<file path="src/rtl/fp16_pkg.sv">
// Shared widths, limits and FSM encoding for the fp16 align/add front stage.
// Latency: n/a (declarations only).
// Backpressure: n/a.
package fp16_pkg;

  localparam int EXP_W  = 5;
  localparam int FRAC_W = 10;
  localparam int SIG_W  = 12;   // hidden + fraction + guard
  localparam int MANT_W = 14;   // SIG_W plus carry and sign headroom

  localparam logic [EXP_W-1:0] EXP_MAX = 5'd31;

  localparam int SHIFT_CAP_DEF  = 12;
  localparam int GUARD_BITS_DEF = 1;

  typedef enum logic [1:0] {
    IDLE  = 2'd0,
    ALIGN = 2'd1,
    ADD   = 2'd2,
    DONE  = 2'd3
  } state_t;

endpackage

</file>
<file path="src/rtl/fp16_unpack.sv">
// Splits one binary16 operand into sign, effective exponent and significand.
// Latency: combinational.
// Backpressure: none.
//
// Ports:
//   op_i       binary16 operand
//   flip_i     inverts the sign (used for subtraction on operand B)
//   sign_o     effective sign
//   exp_eff_o  exponent, with subnormals (e==0) mapped to 1
//   sig_o      {hidden, fraction, guard zeros}
//   special_o  exponent field is all ones (Inf/NaN)
module fp16_unpack
  import fp16_pkg::*;
#(
  parameter int GUARD_BITS = GUARD_BITS_DEF
) (
  input  logic [15:0]      op_i,
  input  logic             flip_i,
  output logic             sign_o,
  output logic [EXP_W-1:0] exp_eff_o,
  output logic [SIG_W-1:0] sig_o,
  output logic             special_o
);

  logic [EXP_W-1:0]  exp_raw;
  logic [FRAC_W-1:0] frac;
  logic              hidden;

  always_comb begin
    exp_raw   = op_i[14:10];
    frac      = op_i[9:0];
    hidden    = (exp_raw != '0);
    sign_o    = op_i[15] ^ flip_i;
    // A subnormal shares the weight of exponent 1, just without the hidden bit.
    exp_eff_o = hidden ? exp_raw : EXP_W'(1);
    sig_o     = {hidden, frac, {GUARD_BITS{1'b0}}};
    special_o = (exp_raw == EXP_MAX);
  end

endmodule

</file>
<file path="src/rtl/fp16_align_addsub.sv">
// Aligns two binary16 operands with a 1-bit/cycle shifter and forms the signed sum.
// Latency: 2 + min(exp diff, SHIFT_CAP) cycles after accept; 1 cycle for Inf/NaN inputs.
// Backpressure: result held in DONE until out_ready; in_ready low from accept until consumed.
//
// Ports:
//   clk, rst_n             clock, async active-low reset
//   in_valid/in_ready      operand handshake (op_a, op_b, sub)
//   out_valid/out_ready    result handshake (mantisa, exp, special_flag)
//   mantisa                14-bit two's-complement sum, hidden-bit weight at bit 11
//   exp                    exponent of the larger operand (31 on special inputs)
//   special_flag           an input was Inf/NaN
module fp16_align_addsub
  import fp16_pkg::*;
#(
  parameter int SHIFT_CAP  = SHIFT_CAP_DEF,
  parameter int GUARD_BITS = GUARD_BITS_DEF
) (
  input  logic              clk,
  input  logic              rst_n,
  input  logic              in_valid,
  output logic              in_ready,
  input  logic [15:0]       op_a,
  input  logic [15:0]       op_b,
  input  logic              sub,
  output logic              out_valid,
  input  logic              out_ready,
  output logic [MANT_W-1:0] mantisa,
  output logic [EXP_W-1:0]  exp,
  output logic              special_flag
);

  localparam int CNT_W = $clog2(SHIFT_CAP + 1);

  // Unpacked operands
  logic             sign_a, sign_b;
  logic [EXP_W-1:0] exp_a, exp_b;
  logic [SIG_W-1:0] sig_a, sig_b;
  logic             spec_a, spec_b;

  fp16_unpack #(.GUARD_BITS(GUARD_BITS)) u_unpack_a (
    .op_i      (op_a),
    .flip_i    (1'b0),
    .sign_o    (sign_a),
    .exp_eff_o (exp_a),
    .sig_o     (sig_a),
    .special_o (spec_a)
  );

  fp16_unpack #(.GUARD_BITS(GUARD_BITS)) u_unpack_b (
    .op_i      (op_b),
    .flip_i    (sub),
    .sign_o    (sign_b),
    .exp_eff_o (exp_b),
    .sig_o     (sig_b),
    .special_o (spec_b)
  );

  // State and datapath registers
  state_t            state_q, state_d;
  logic [CNT_W-1:0]  cnt_q, cnt_d;
  logic [SIG_W-1:0]  big_sig_q, big_sig_d;
  logic [SIG_W-1:0]  small_sig_q, small_sig_d;
  logic              big_sign_q, big_sign_d;
  logic              small_sign_q, small_sign_d;
  logic [EXP_W-1:0]  exp_big_q, exp_big_d;
  logic              spec_pend_q, spec_pend_d;
  logic [MANT_W-1:0] mant_q, mant_d;
  logic [EXP_W-1:0]  exp_q, exp_d;
  logic              flag_q, flag_d;

  // Swap selection and shift-count computation
  logic             a_big;
  logic [EXP_W-1:0] diff;
  logic [CNT_W-1:0] cnt_load;
  logic [MANT_W-1:0] big_ext, small_ext, big_term, small_term;

  always_comb begin
    a_big    = (exp_a >= exp_b);  // tie keeps A as the big operand
    diff     = a_big ? (exp_a - exp_b) : (exp_b - exp_a);
    // Past SHIFT_CAP every significand bit has been shifted out anyway.
    cnt_load = (int'(diff) > SHIFT_CAP) ? CNT_W'(SHIFT_CAP) : CNT_W'(diff);

    big_ext    = {2'b00, big_sig_q};
    small_ext  = {2'b00, small_sig_q};
    big_term   = big_sign_q   ? (-big_ext)   : big_ext;
    small_term = small_sign_q ? (-small_ext) : small_ext;
  end

  always_comb begin
    state_d      = state_q;
    cnt_d        = cnt_q;
    big_sig_d    = big_sig_q;
    small_sig_d  = small_sig_q;
    big_sign_d   = big_sign_q;
    small_sign_d = small_sign_q;
    exp_big_d    = exp_big_q;
    spec_pend_d  = spec_pend_q;
    mant_d       = mant_q;
    exp_d        = exp_q;
    flag_d       = flag_q;

    case (state_q)
      IDLE: begin
        if (in_valid) begin
          big_sig_d    = a_big ? sig_a  : sig_b;
          small_sig_d  = a_big ? sig_b  : sig_a;
          big_sign_d   = a_big ? sign_a : sign_b;
          small_sign_d = a_big ? sign_b : sign_a;
          exp_big_d    = a_big ? exp_a  : exp_b;
          cnt_d        = cnt_load;
          spec_pend_d  = spec_a | spec_b;
          flag_d       = 1'b0;
          state_d      = ALIGN;
        end
      end

      ALIGN: begin
        if (spec_pend_q) begin
          // Inf/NaN: no arithmetic, publish the marker payload one edge after accept.
          mant_d  = '0;
          exp_d   = EXP_MAX;
          flag_d  = 1'b1;
          state_d = DONE;
        end else if (cnt_q == '0) begin
          state_d = ADD;
        end else begin
          // Truncating shift: bits falling off the guard position are dropped.
          small_sig_d = small_sig_q >> 1;
          cnt_d       = cnt_q - CNT_W'(1);
        end
      end

      ADD: begin
        mant_d  = big_term + small_term;
        exp_d   = exp_big_q;
        state_d = DONE;
      end

      DONE: begin
        if (out_ready) begin
          state_d = IDLE;
        end
      end

      default: state_d = IDLE;
    endcase
  end

  always_ff @(posedge clk or negedge rst_n) begin
    if (!rst_n) begin
      state_q      <= IDLE;
      cnt_q        <= '0;
      big_sig_q    <= '0;
      small_sig_q  <= '0;
      big_sign_q   <= 1'b0;
      small_sign_q <= 1'b0;
      exp_big_q    <= '0;
      spec_pend_q  <= 1'b0;
      mant_q       <= '0;
      exp_q        <= '0;
      flag_q       <= 1'b0;
    end else begin
      state_q      <= state_d;
      cnt_q        <= cnt_d;
      big_sig_q    <= big_sig_d;
      small_sig_q  <= small_sig_d;
      big_sign_q   <= big_sign_d;
      small_sign_q <= small_sign_d;
      exp_big_q    <= exp_big_d;
      spec_pend_q  <= spec_pend_d;
      mant_q       <= mant_d;
      exp_q        <= exp_d;
      flag_q       <= flag_d;
    end
  end

  // in_ready depends only on state (and reset), never on out_ready.
  assign in_ready     = rst_n && (state_q == IDLE);
  assign out_valid    = (state_q == DONE);
  assign mantisa      = mant_q;
  assign exp          = exp_q;
  assign special_flag = flag_q;

endmodule
</file>
<file path="config.mk">
export PLATFORM = sky130hd
export DESIGN_NAME = fp16_align_addsub
export DESIGN_NICKNAME = d
export VERILOG_FILES = /design/src/rtl/fp16_pkg.sv /design/src/rtl/fp16_unpack.sv /design/src/rtl/fp16_align_addsub.sv
export SDC_FILE = /design/constraint.sdc
export NUM_CORES = 1
export LEC_CHECK = 0
export BUFFER_PORTS_ARGS = -buffer_cell sky130_fd_sc_hd__buf_2
export CORE_AREA = 2 2 92 94
export DETAILED_ROUTE_END_ITERATION = 10
export DIE_AREA = 0 0 94 96
export GPL_ROUTABILITY_DRIVEN = 0
export PLACE_DENSITY = 0.81
export SYNTH_ARGS = -nofsm -noshare
export SYNTH_HDL_FRONTEND = slang
export SYNTH_SLANG_ARGS = --single-unit
</file>
<file path="constraint.sdc">
create_clock -name clk -period 2.7 [get_ports clk]
set_input_delay 0.135 -clock clk [delete_from_list [all_inputs] [get_ports clk]]
set_output_delay 0.135 -clock clk [all_outputs]
set_load 0.05 [all_outputs]
</file>
==> results.ini, run 1 <==
[die]
io_pins = 59
core_area_mm2 = 0.00805
die_h_um = 96
row_count = 33
initial_core_util = 0.512
die-area_mm2 = 0.00902
die_w_um = 94

[layout]
area_growth_pct = 28.0
nFillCells = 645
fin_nets = 635
drive_gt1_frac = 0.327
final_cell_area_mm2 = 0.00528
diodes = 0

[sta]
rsz0062_at_grt = true
relSlewSlack = 0.518
fin_crit_sh = 1.07
tns_ps = -323
hold_viol = 0
setup_violations = 3
worstMarginPinSlew_ps = 724
maxSlewViolCount = 0
setup_ws_ps = -177
fin_crit_ps = 2880
fin_skew_ps = 8.21
fmax_mhz = 348

[global_routing]
antenna_found_initial = 0
first_global_vias = 3780
grt_usage = 0.252
grt_max_degree = 58
grt_pass1_wl_um = 17500
grt_overflow = 0

[clocking]
cts_buffers = 9
cts.reportedPaths.clkPinSlew_ps = 70
root_buffer = clkbuf_8
tritoncts = yes
cts_max_level = 3
clk_latency_ps = 350
cts_buffer_depth = 2
clkSinkCount = 57

[critical_path]
cp_max_fo = 3
cp_data_required_time_ps = 2910
timing.critical_path.from_type = flip-flop
max_stage_delay_ps = 420
cp_slowest_cell = dfrtp_1
worst_ep_arrival_time_ps = 3090
critPathKind = reg -> reg
path_cells = nor4_4 -> nand2_2 -> o31ai_4 -> xnor2_1 -> ha_1 -> a21oi_2 -> o211ai_1 -> and2_4 -> a221o_1 -> a21oi_2 -> xnor2_1 -> o21ai_1
cp-end-kind = flip-flop
critPathTopFamily = compound AO/OA/AOI/OAI gates
path_buf_inv = 0

[run_status]
violations = negative setup slack
status = finished, violations left

[synth]
synth_fp_nets = 527
yosys.area_share.xor_xnor = 0.0680
avgSynthCellArea_um2 = 8.98
ys_seq_elements = 57
synthMuxAreaShare = 0.102
synth_cell_types = 55
yosysTopAreaCellShare = 0.346
synth_edf_count = 0
synth_warnings = 0
synth.yosys.seq_area_share = 0.346
syn_inst = 459
synth_top_area_cell = dfrtp_1
synthSimpleGateAreaFrac = 0.137
synth_top_family_by_area = compound AO/OA/AOI/OAI gates
synth_adder_area_share = 0.0995
async_flop_share = 1.00
synth_compound_area_frac = 0.199
synthTopCellsByArea = dfrtp_1, ha_1, o21ai_0
syn_area_mm2 = 0.00412
ys.flop_type = dfrtp_1

[place]
dp_hpwl_um = 7950
dpl-instance-area_mm2 = 0.00484
dpl_worst_slack_ps = -166
io_buffers = 58

[routing]
num_vias = 3826
ant_nets = 0
wl_per_cell_um = 16.1
vias_per_cell = 5.66
totalWireLength_um = 10900
drcViolationCount = 0
drt_iter0_drc = 187
drt_first_pass_iters = 4

[min_path]
worstHoldPathType = in -> async

[flow_run]
maxCapViolCount = 0

flip-flops by register name, summed over array words and instances (netlist names):
register / flops
mantisa: 14
small_sig_q: 12
big_sig_q: 11
exp: 5
exp_big_q: 5
cnt_q: 4
state_q: 2
big_sign_q: 1
small_sign_q: 1
spec_pend_q: 1
special_flag: 1
cell usage after synthesis (2+ instances only):
cell,n
buf_2,2
nor2b_1,5
a31oi_1,2
o22a_1,5
mux2_2,13
buf_6,3
clkbuf_1,18
ha_1,28
a211oi_1,4
mux2i_1,26
o21a_1,2
xnor2_1,26
nand4_1,3
nand2b_1,7
nor2_1,21
a22o_1,3
o21bai_1,2
o31ai_1,7
a21o_1,5
a222oi_1,2
dfrtp_1,57
nand3_1,7
xor2_1,6
and2_1,3
o31a_2,2
or3_4,2
or4_1,2
o21ai_0,63
o22ai_1,2
o21ai_1,4
nand2_1,61
inv_1,21
a21oi_1,17
fa_1,3
nor3_1,5
cell usage in the layout (no fill, tap or decap), drive strengths merged, types with 14 or more instances in the layout:
cell   instances
a21oi         17
dfrtp         57
xnor2         26
nor2          21
ha            28
mux2i         26
inv           22
nand2         61
buf          121
mux2          14
o21ai         67
logic make-up after synthesis:
kind of cell	after synthesis
DFF	57
muxes	40
AOI/OAI and AO/OA	131
adders and majority gates	31
buffers and inverters	46
and+or+nand+nor	122
xor gates and xnor gates	32
cell type report:
class | count | area, um2 | share of cell area
inverter | 22 | 82.6 | 0.0157
sequential | 57 | 1430 | 0.270
tap | 105 | 131 | 0.0249
multi-input combinational | 356 | 2660 | 0.504
clock inverter | 2 | 35.0 | 0.00664
timing repair buffer | 121 | 763 | 0.145
clock buffer | 13 | 179 | 0.0339
per-stage QoR:
| step | hold WS, ps | instances | utilization |
|---|---|---|---|
| after floorplan | -161 | 459 | - |
| after global placement | 424 | 650 | 0.601 |
| after detailed placement | 428 | 650 | 0.601 |
| after CTS | 54.2 | 669 | 0.635 |
| after global routing | 106 | 676 | 0.655 |
| final | 30.1 | 676 | 0.655 |
final timing paths:
path                       slack (ps)  cells after the start      startpoint      endpoint
max                              -180                     12  small_sig_q[2]   mantisa[13]
min                                30                      2           rst_n   mantisa[13]
max reg2reg                      -180                     12  small_sig_q[2]   mantisa[13]
min reg2reg                       470                      2      mantisa[8]    mantisa[8]
max in group asynchronous        2190                      2           rst_n    mantisa[1]
min in group clk                   90                      3         op_b[5]  big_sig_q[6]
what timing repair did:
action                                 CTS  global route
endpoints found under the hold margin    0             0
gates resized for setup                  6            29
setup buffers                            4             7
pin swaps                                3            14
setup endpoints to repair                5             8
hold buffers                             0             0
per-layer routing:
| layer | vias to the layer above | track usage | part of all wire |
|---|---|---|---|
| met5 | - | 0 | 0 |
| met1 | 1836 | 0.287 | 0.40 |
| met2 | 123 | 0.448 | 0.51 |
| met4 | 0 | 0.152 | 0.041 |
| met3 | 28 | 0.0368 | 0.051 |
| li1 | 1839 | - | - |
Power of run 1 is not shown: default switching activity piles up to over one toggle a cycle in this logic, so the estimate is an artifact.
==> run 2: changes to the inputs <==
--- a/config.mk
+++ b/config.mk
@@ -5,10 +5,11 @@
 export SDC_FILE = /design/constraint.sdc
 export NUM_CORES = 1
 export LEC_CHECK = 0
+export ABC_AREA = 1
 export BUFFER_PORTS_ARGS = -buffer_cell sky130_fd_sc_hd__buf_2
-export CORE_AREA = 2 2 92 94
+export CORE_AREA = 2 2 93 95
 export DETAILED_ROUTE_END_ITERATION = 10
-export DIE_AREA = 0 0 94 96
+export DIE_AREA = 0 0 95 97
 export GPL_ROUTABILITY_DRIVEN = 0
 export PLACE_DENSITY = 0.81
 export SYNTH_ARGS = -nofsm -noshare
==> results.ini, run 2 <==
[die]
row_count = 33
initial_core_util = 0.526
io_pins = 59
core_area_mm2 = 0.00813
die-area_mm2 = 0.00922
die_h_um = 97
die_w_um = 95

[routing]
drcViolationCount = 0
num_vias = 4224
drt_first_pass_iters = 5
vias_per_cell = 5.57
wl_per_cell_um = 14.5
totalWireLength_um = 11000
drt_iter0_drc = 355
ant_nets = 0

[critical_path]
cp_max_fo = 3
r2r_cells = 17
cp_data_required_time_ps = 2930
critPathKind = reg -> reg
cp-end-kind = flip-flop
timing.critical_path.from_type = flip-flop
worst_ep_arrival_time_ps = 2960

[run_status]
status = finished, violations left
violations = negative hold slack, negative setup slack

[layout]
fin_nets = 716
final_common_cell = nand2_1
nFillCells = 736
fin_cells = 758
multi_input_area_mm2 = 0.00247
seqCellArea_mm2 = 0.00143
drive_gt1_frac = 0.182
final_cell_area_mm2 = 0.00493
largest_reg_flops = 14
most-common-layout-cells = nand2_1, inv_1, buf_2
area_growth_pct = 15.2
diodes = 0

[place]
io_buffers = 58
dpl_worst_slack_ps = 14.6
dp_hpwl_um = 8080
dpl-instance-area_mm2 = 0.00461
place_inst = 737

[clocking]
cts_buffer_depth = 2
clk_latency_ps = 350
cts_max_level = 3
cts.reportedPaths.clkPinSlew_ps = 80
tritoncts = yes
cts_buffers = 9
ctsHoldBuffers = 0
root_buffer = clkbuf_8
clkSinkCount = 57

[synth]
synth_fp_nets = 659
async_flop_share = 1.00
synth_warnings = 0
synth_edf_count = 0
ys_seq_elements = 57
synth.yosys.seq_area_share = 0.333
avgSynthCellArea_um2 = 7.24
synth_top_area_cell = dfrtp_1
synth_commonest_cells = nand2_1, inv_1, dfrtp_1
yosysTopAreaCellShare = 0.333
syn_inst = 591
synthTopCellsByArea = dfrtp_1, nand2_1, ha_1
synth_most_common_cell = nand2_1
syn_area_mm2 = 0.00428
ys.flop_type = dfrtp_1
synth_cell_types = 38

[flow_run]
maxCapViolCount = 0

[sta]
fin_crit_ps = 2740
setup_ws_ps = -35.1
fin_skew_ps = 13.4
rsz0062_at_grt = true
setup_violations = 1
relSlewSlack = 0.530
maxSlewViolCount = 0
holdWs_ps = -32.4
hold_viol = 42
worstMarginPinSlew_ps = 706
fmax_mhz = 366
fin_crit_sh = 1.01

[global_routing]
grt_pass1_wl_um = 18100
grt_overflow = 0
antenna_found_initial = 0
grt_usage = 0.246
grt_max_degree = 58
first_global_vias = 4035

[min_path]
worstHoldPathType = in -> async

==> run 2: worst max-delay path: stages, from the launching register on <==
cell and delay (ps):
dfrtp_1 420, inv_2 100, ha_4 140, nand3_2 100, nor3_2 180, nand2_1 100
nor2_2 160, nor2_1 70, xor2_1 150, ha_1 350, buf_4 140, nand2_1 90
nor3_1 230, nand2_1 100, nand3_1 90, nand2_1 60, nand2_1 50, o21ai_0 70
==> run 2: repair_timing <==
action	CTS	global route
cloned	0	0
setup buffers	0	5
pin swaps	0	7
setup endpoints to repair	1	5
resized for setup	1	15
==> run 2: metal layers <==
layer / vias up / routed length, um / track usage
met3: 24 / 695 / 0.0584
met1: 1967 / 4770 / 0.323
met2: 170 / 5300 / 0.388
met5: - / 0 / 0
li1: 2063 / - / -
met4: 0 / 244 / 0.0981
==> run 2: final cells by class <==
type,instances,share of cell area
well taps,105,0.0266
clock inverters,7,0.0208
multi-input cells,431,0.500
clock buffers,9,0.0251
repair buffers,71,0.0787
inverters,78,0.0594
flip-flops and latches,57,0.289
==> run 2: kinds of logic after synthesis <==
kind of cell,share of synthesized area
simple gates,0.239
flops,0.333
xor+xnor,0.0512
buf+inv,0.103
compound gates,0.177
fa+ha+maj,0.0959
==> run 2: worst paths after layout <==
| kind | from | to | slack, ps |
|---|---|---|---|
| max in group asynchronous | rst_n | big_sig_q[11] | 2250 |
| worst min-delay path | rst_n | mantisa[2] | -30 |
| worst max register to register | small_sig_q[1] | mantisa[12] | -40 |
| worst max-delay path | small_sig_q[1] | mantisa[12] | -40 |
| worst min register to register | mantisa[5] | mantisa[5] | 480 |
| min in group clk | op_b[9] | big_sig_q[10] | 40 |
==> run 2: per-stage QoR <==
stage | setup TNS [ps] | util
global route | -472 | 0.606
floorplan | 0 | -
detailed placement | 0 | 0.567
global placement | 0 | 0.567
CTS | 0 | 0.595
finish | -35.1 | 0.606
Power of run 2 is left out for the same reason.
==> run 3: changes to the inputs <==
--- a/config.mk
+++ b/config.mk
@@ -6,12 +6,12 @@
 export NUM_CORES = 1
 export LEC_CHECK = 0
 export ABC_AREA = 1
-export BUFFER_PORTS_ARGS = -buffer_cell sky130_fd_sc_hd__buf_2
 export CORE_AREA = 2 2 93 95
 export DETAILED_ROUTE_END_ITERATION = 10
 export DIE_AREA = 0 0 95 97
+export DONT_BUFFER_PORTS = 1
 export GPL_ROUTABILITY_DRIVEN = 0
-export PLACE_DENSITY = 0.81
+export PLACE_DENSITY = 0.75
 export SYNTH_ARGS = -nofsm -noshare
 export SYNTH_HDL_FRONTEND = slang
 export SYNTH_SLANG_ARGS = --single-unit
==> results.ini, run 3 (synthesis results as in run 2) <==
[min_path]
hold_depth = 2
worstHoldPathType = in -> reg
min_to = special_flag
worstHoldStart = in_valid

[die]
initial_core_util = 0.526
die_w_um = 95
row_count = 33
die-area_mm2 = 0.00922
core_area_mm2 = 0.00813
io_pins = 59
die_h_um = 97

[place]
place_inst = 677
dp_hpwl_um = 7680
dpl-instance-area_mm2 = 0.00431
dpl_worst_slack_ps = 46.3
io_buffers = 0

[global_routing]
grt_pass1_wl_um = 18800
grt_max_degree = 58
grt_util_met1 = 0.333
gr-usage-met2 = 0.404
grt_usage = 0.255
grt_overflow = 0
busiest_layer = met2
met3_usage = 0.0818
first_global_vias = 4000
antenna_found_initial = 0

[sta]
setup_ws_ps = 47.3
rsz0062_at_grt = true
worstMarginPinSlew_ps = 675
relSlewSlack = 0.549
fin_crit_sh = 0.982
setup_violations = 0
hold_viol = 0
holdWs_ps = 8.39
fin_skew_ps = 10.9
maxSlewViolCount = 0
fin_crit_ps = 2650
fmax_mhz = 377

[clocking]
clk_latency_ps = 350
cts.reportedPaths.clkPinSlew_ps = 70
cts_buffers = 9
cts_buffer_depth = 2
clkSinkCount = 57
tritoncts = yes
cts_max_level = 3
root_buffer = clkbuf_8

[routing]
wl_per_cell_um = 15.1
ant_nets = 0
totalWireLength_um = 11100
drt_iter0_drc = 287
drt_first_pass_iters = 5
vias_per_cell = 5.53
num_vias = 4035
drcViolationCount = 0

[critical_path]
path_buf_inv = 2
cp-end-kind = flip-flop
timing.critical_path.from_type = flip-flop
cp_slowest_cell = dfrtp_1
r2r_end = mantisa[13]
critPathTopFamily = simple AND/OR/NAND/NOR gates
cp_data_required_time_ps = 2940
rr_startpoint = small_sig_q[1]
critPathKind = reg -> reg
cp_max_fo = 5
path_cells = inv_2 -> ha_4 -> nand3_4 -> nor3_4 -> nand2_1 -> nor2_2 -> nor2_1 -> xor2_1 -> ha_1 -> nand2_2 -> inv_2 -> nand4_1 -> nand2_2 -> nand2_2 -> nand2_1 -> nand3_2 -> nand3_2 -> nand2_1
ff2ff_setup_slack_ps = 50
r2r_cells = 18
max_stage_delay_ps = 400
worst_ep_arrival_time_ps = 2890

[layout]
fin_nets = 689
drive_gt1_frac = 0.104
area_growth_pct = 16.2
diodes = 0
final_cell_area_mm2 = 0.00497
final_common_cell = nand2_1
most-common-layout-cells = nand2_1, inv_1, dfrtp_1
largest_reg_flops = 14
fin_cells = 730

[run_status]
status = finished clean

[power_and_ir_drop]
p_leak_uw = 0.00242
ir_worst_vdd_uv = 768
power_density_mw_per_mm2 = 1510
power.total_uw = 7490

[flow_run]
maxCapViolCount = 0

## run 3: cell count changes in the layout (fill, tap and decap cells not counted), moves of 4 or more
cell	previous run	this run
buf_2	58	0
dlygate4sd3_1	0	34
buf_4	13	9
nand2_1	121	117
nand2_2	3	7
## run 3: worst max path at each step
stage,startpoint,endpoint,slack (ps),cells after the start
floorplan,small_sig_q[1],mantisa[13],360,16
global route,small_sig_q[1],mantisa[13],-130,18
detailed placement,small_sig_q[1],mantisa[13],50,16
global placement,small_sig_q[1],mantisa[13],190,16
CTS,small_sig_q[1],mantisa[13],20,16
finish,small_sig_q[1],mantisa[13],50,18
## run 3: worst register-to-register path: cells and delay by family, from the launching register on
family                     cells  cell delay, ps
and+or+nand+nor               13            1300
adders and majority gates      2             550
DFF                            1             400
buffers and inverters          2             150
xor gates and xnor gates       1             150
## run 3: cell type report
type                            count  area, um2
Timing Repair Buffer               44        435
Tap cell                          105        131
Multi-Input combinational cell    431       2490
Clock buffer                        9        124
Fill cell                         690       3160
Clock inverter                      6       68.8
Inverter                           78        295
Sequential cell                    57       1430
## run 3: timing repair
item / CTS / global route
resized for setup: 0 / 27
endpoints found under the hold margin: 81 / 0
hold buffers: 35 / 0
endpoints found under the setup margin: 0 / 11
buffers inserted: 0 / 3
## run 3: report_power, final
part / leakage [uW] / internal, uW / switching (uW) / total, uW
clock: 0.0000957 / 425 / 374 / 799
combinational: 0.00165 / 1780 / 2820 / 4600
sequential: 0.000667 / 1270 / 817 / 2090
total: 0.00242 / 3480 / 4010 / 7490
## run 3: metrics by stage
step,setup TNS [ps],util
2_1_floorplan,0,-
3_3_place_gp,0,0.529
3_5_place_dp,0,0.529
4_1_cts,0,0.598
5_1_grt,-332,0.611
6_report,0,0.611
## run 3: layer usage
| metal | part of all wire | up-vias |
|---|---|---|
| met5 | 0 | - |
| met4 | 0.015 | 0 |
| met3 | 0.079 | 17 |
| met2 | 0.47 | 150 |
| met1 | 0.44 | 1863 |
| li1 | - | 2005 |
(Power assumes the default switching activity.)
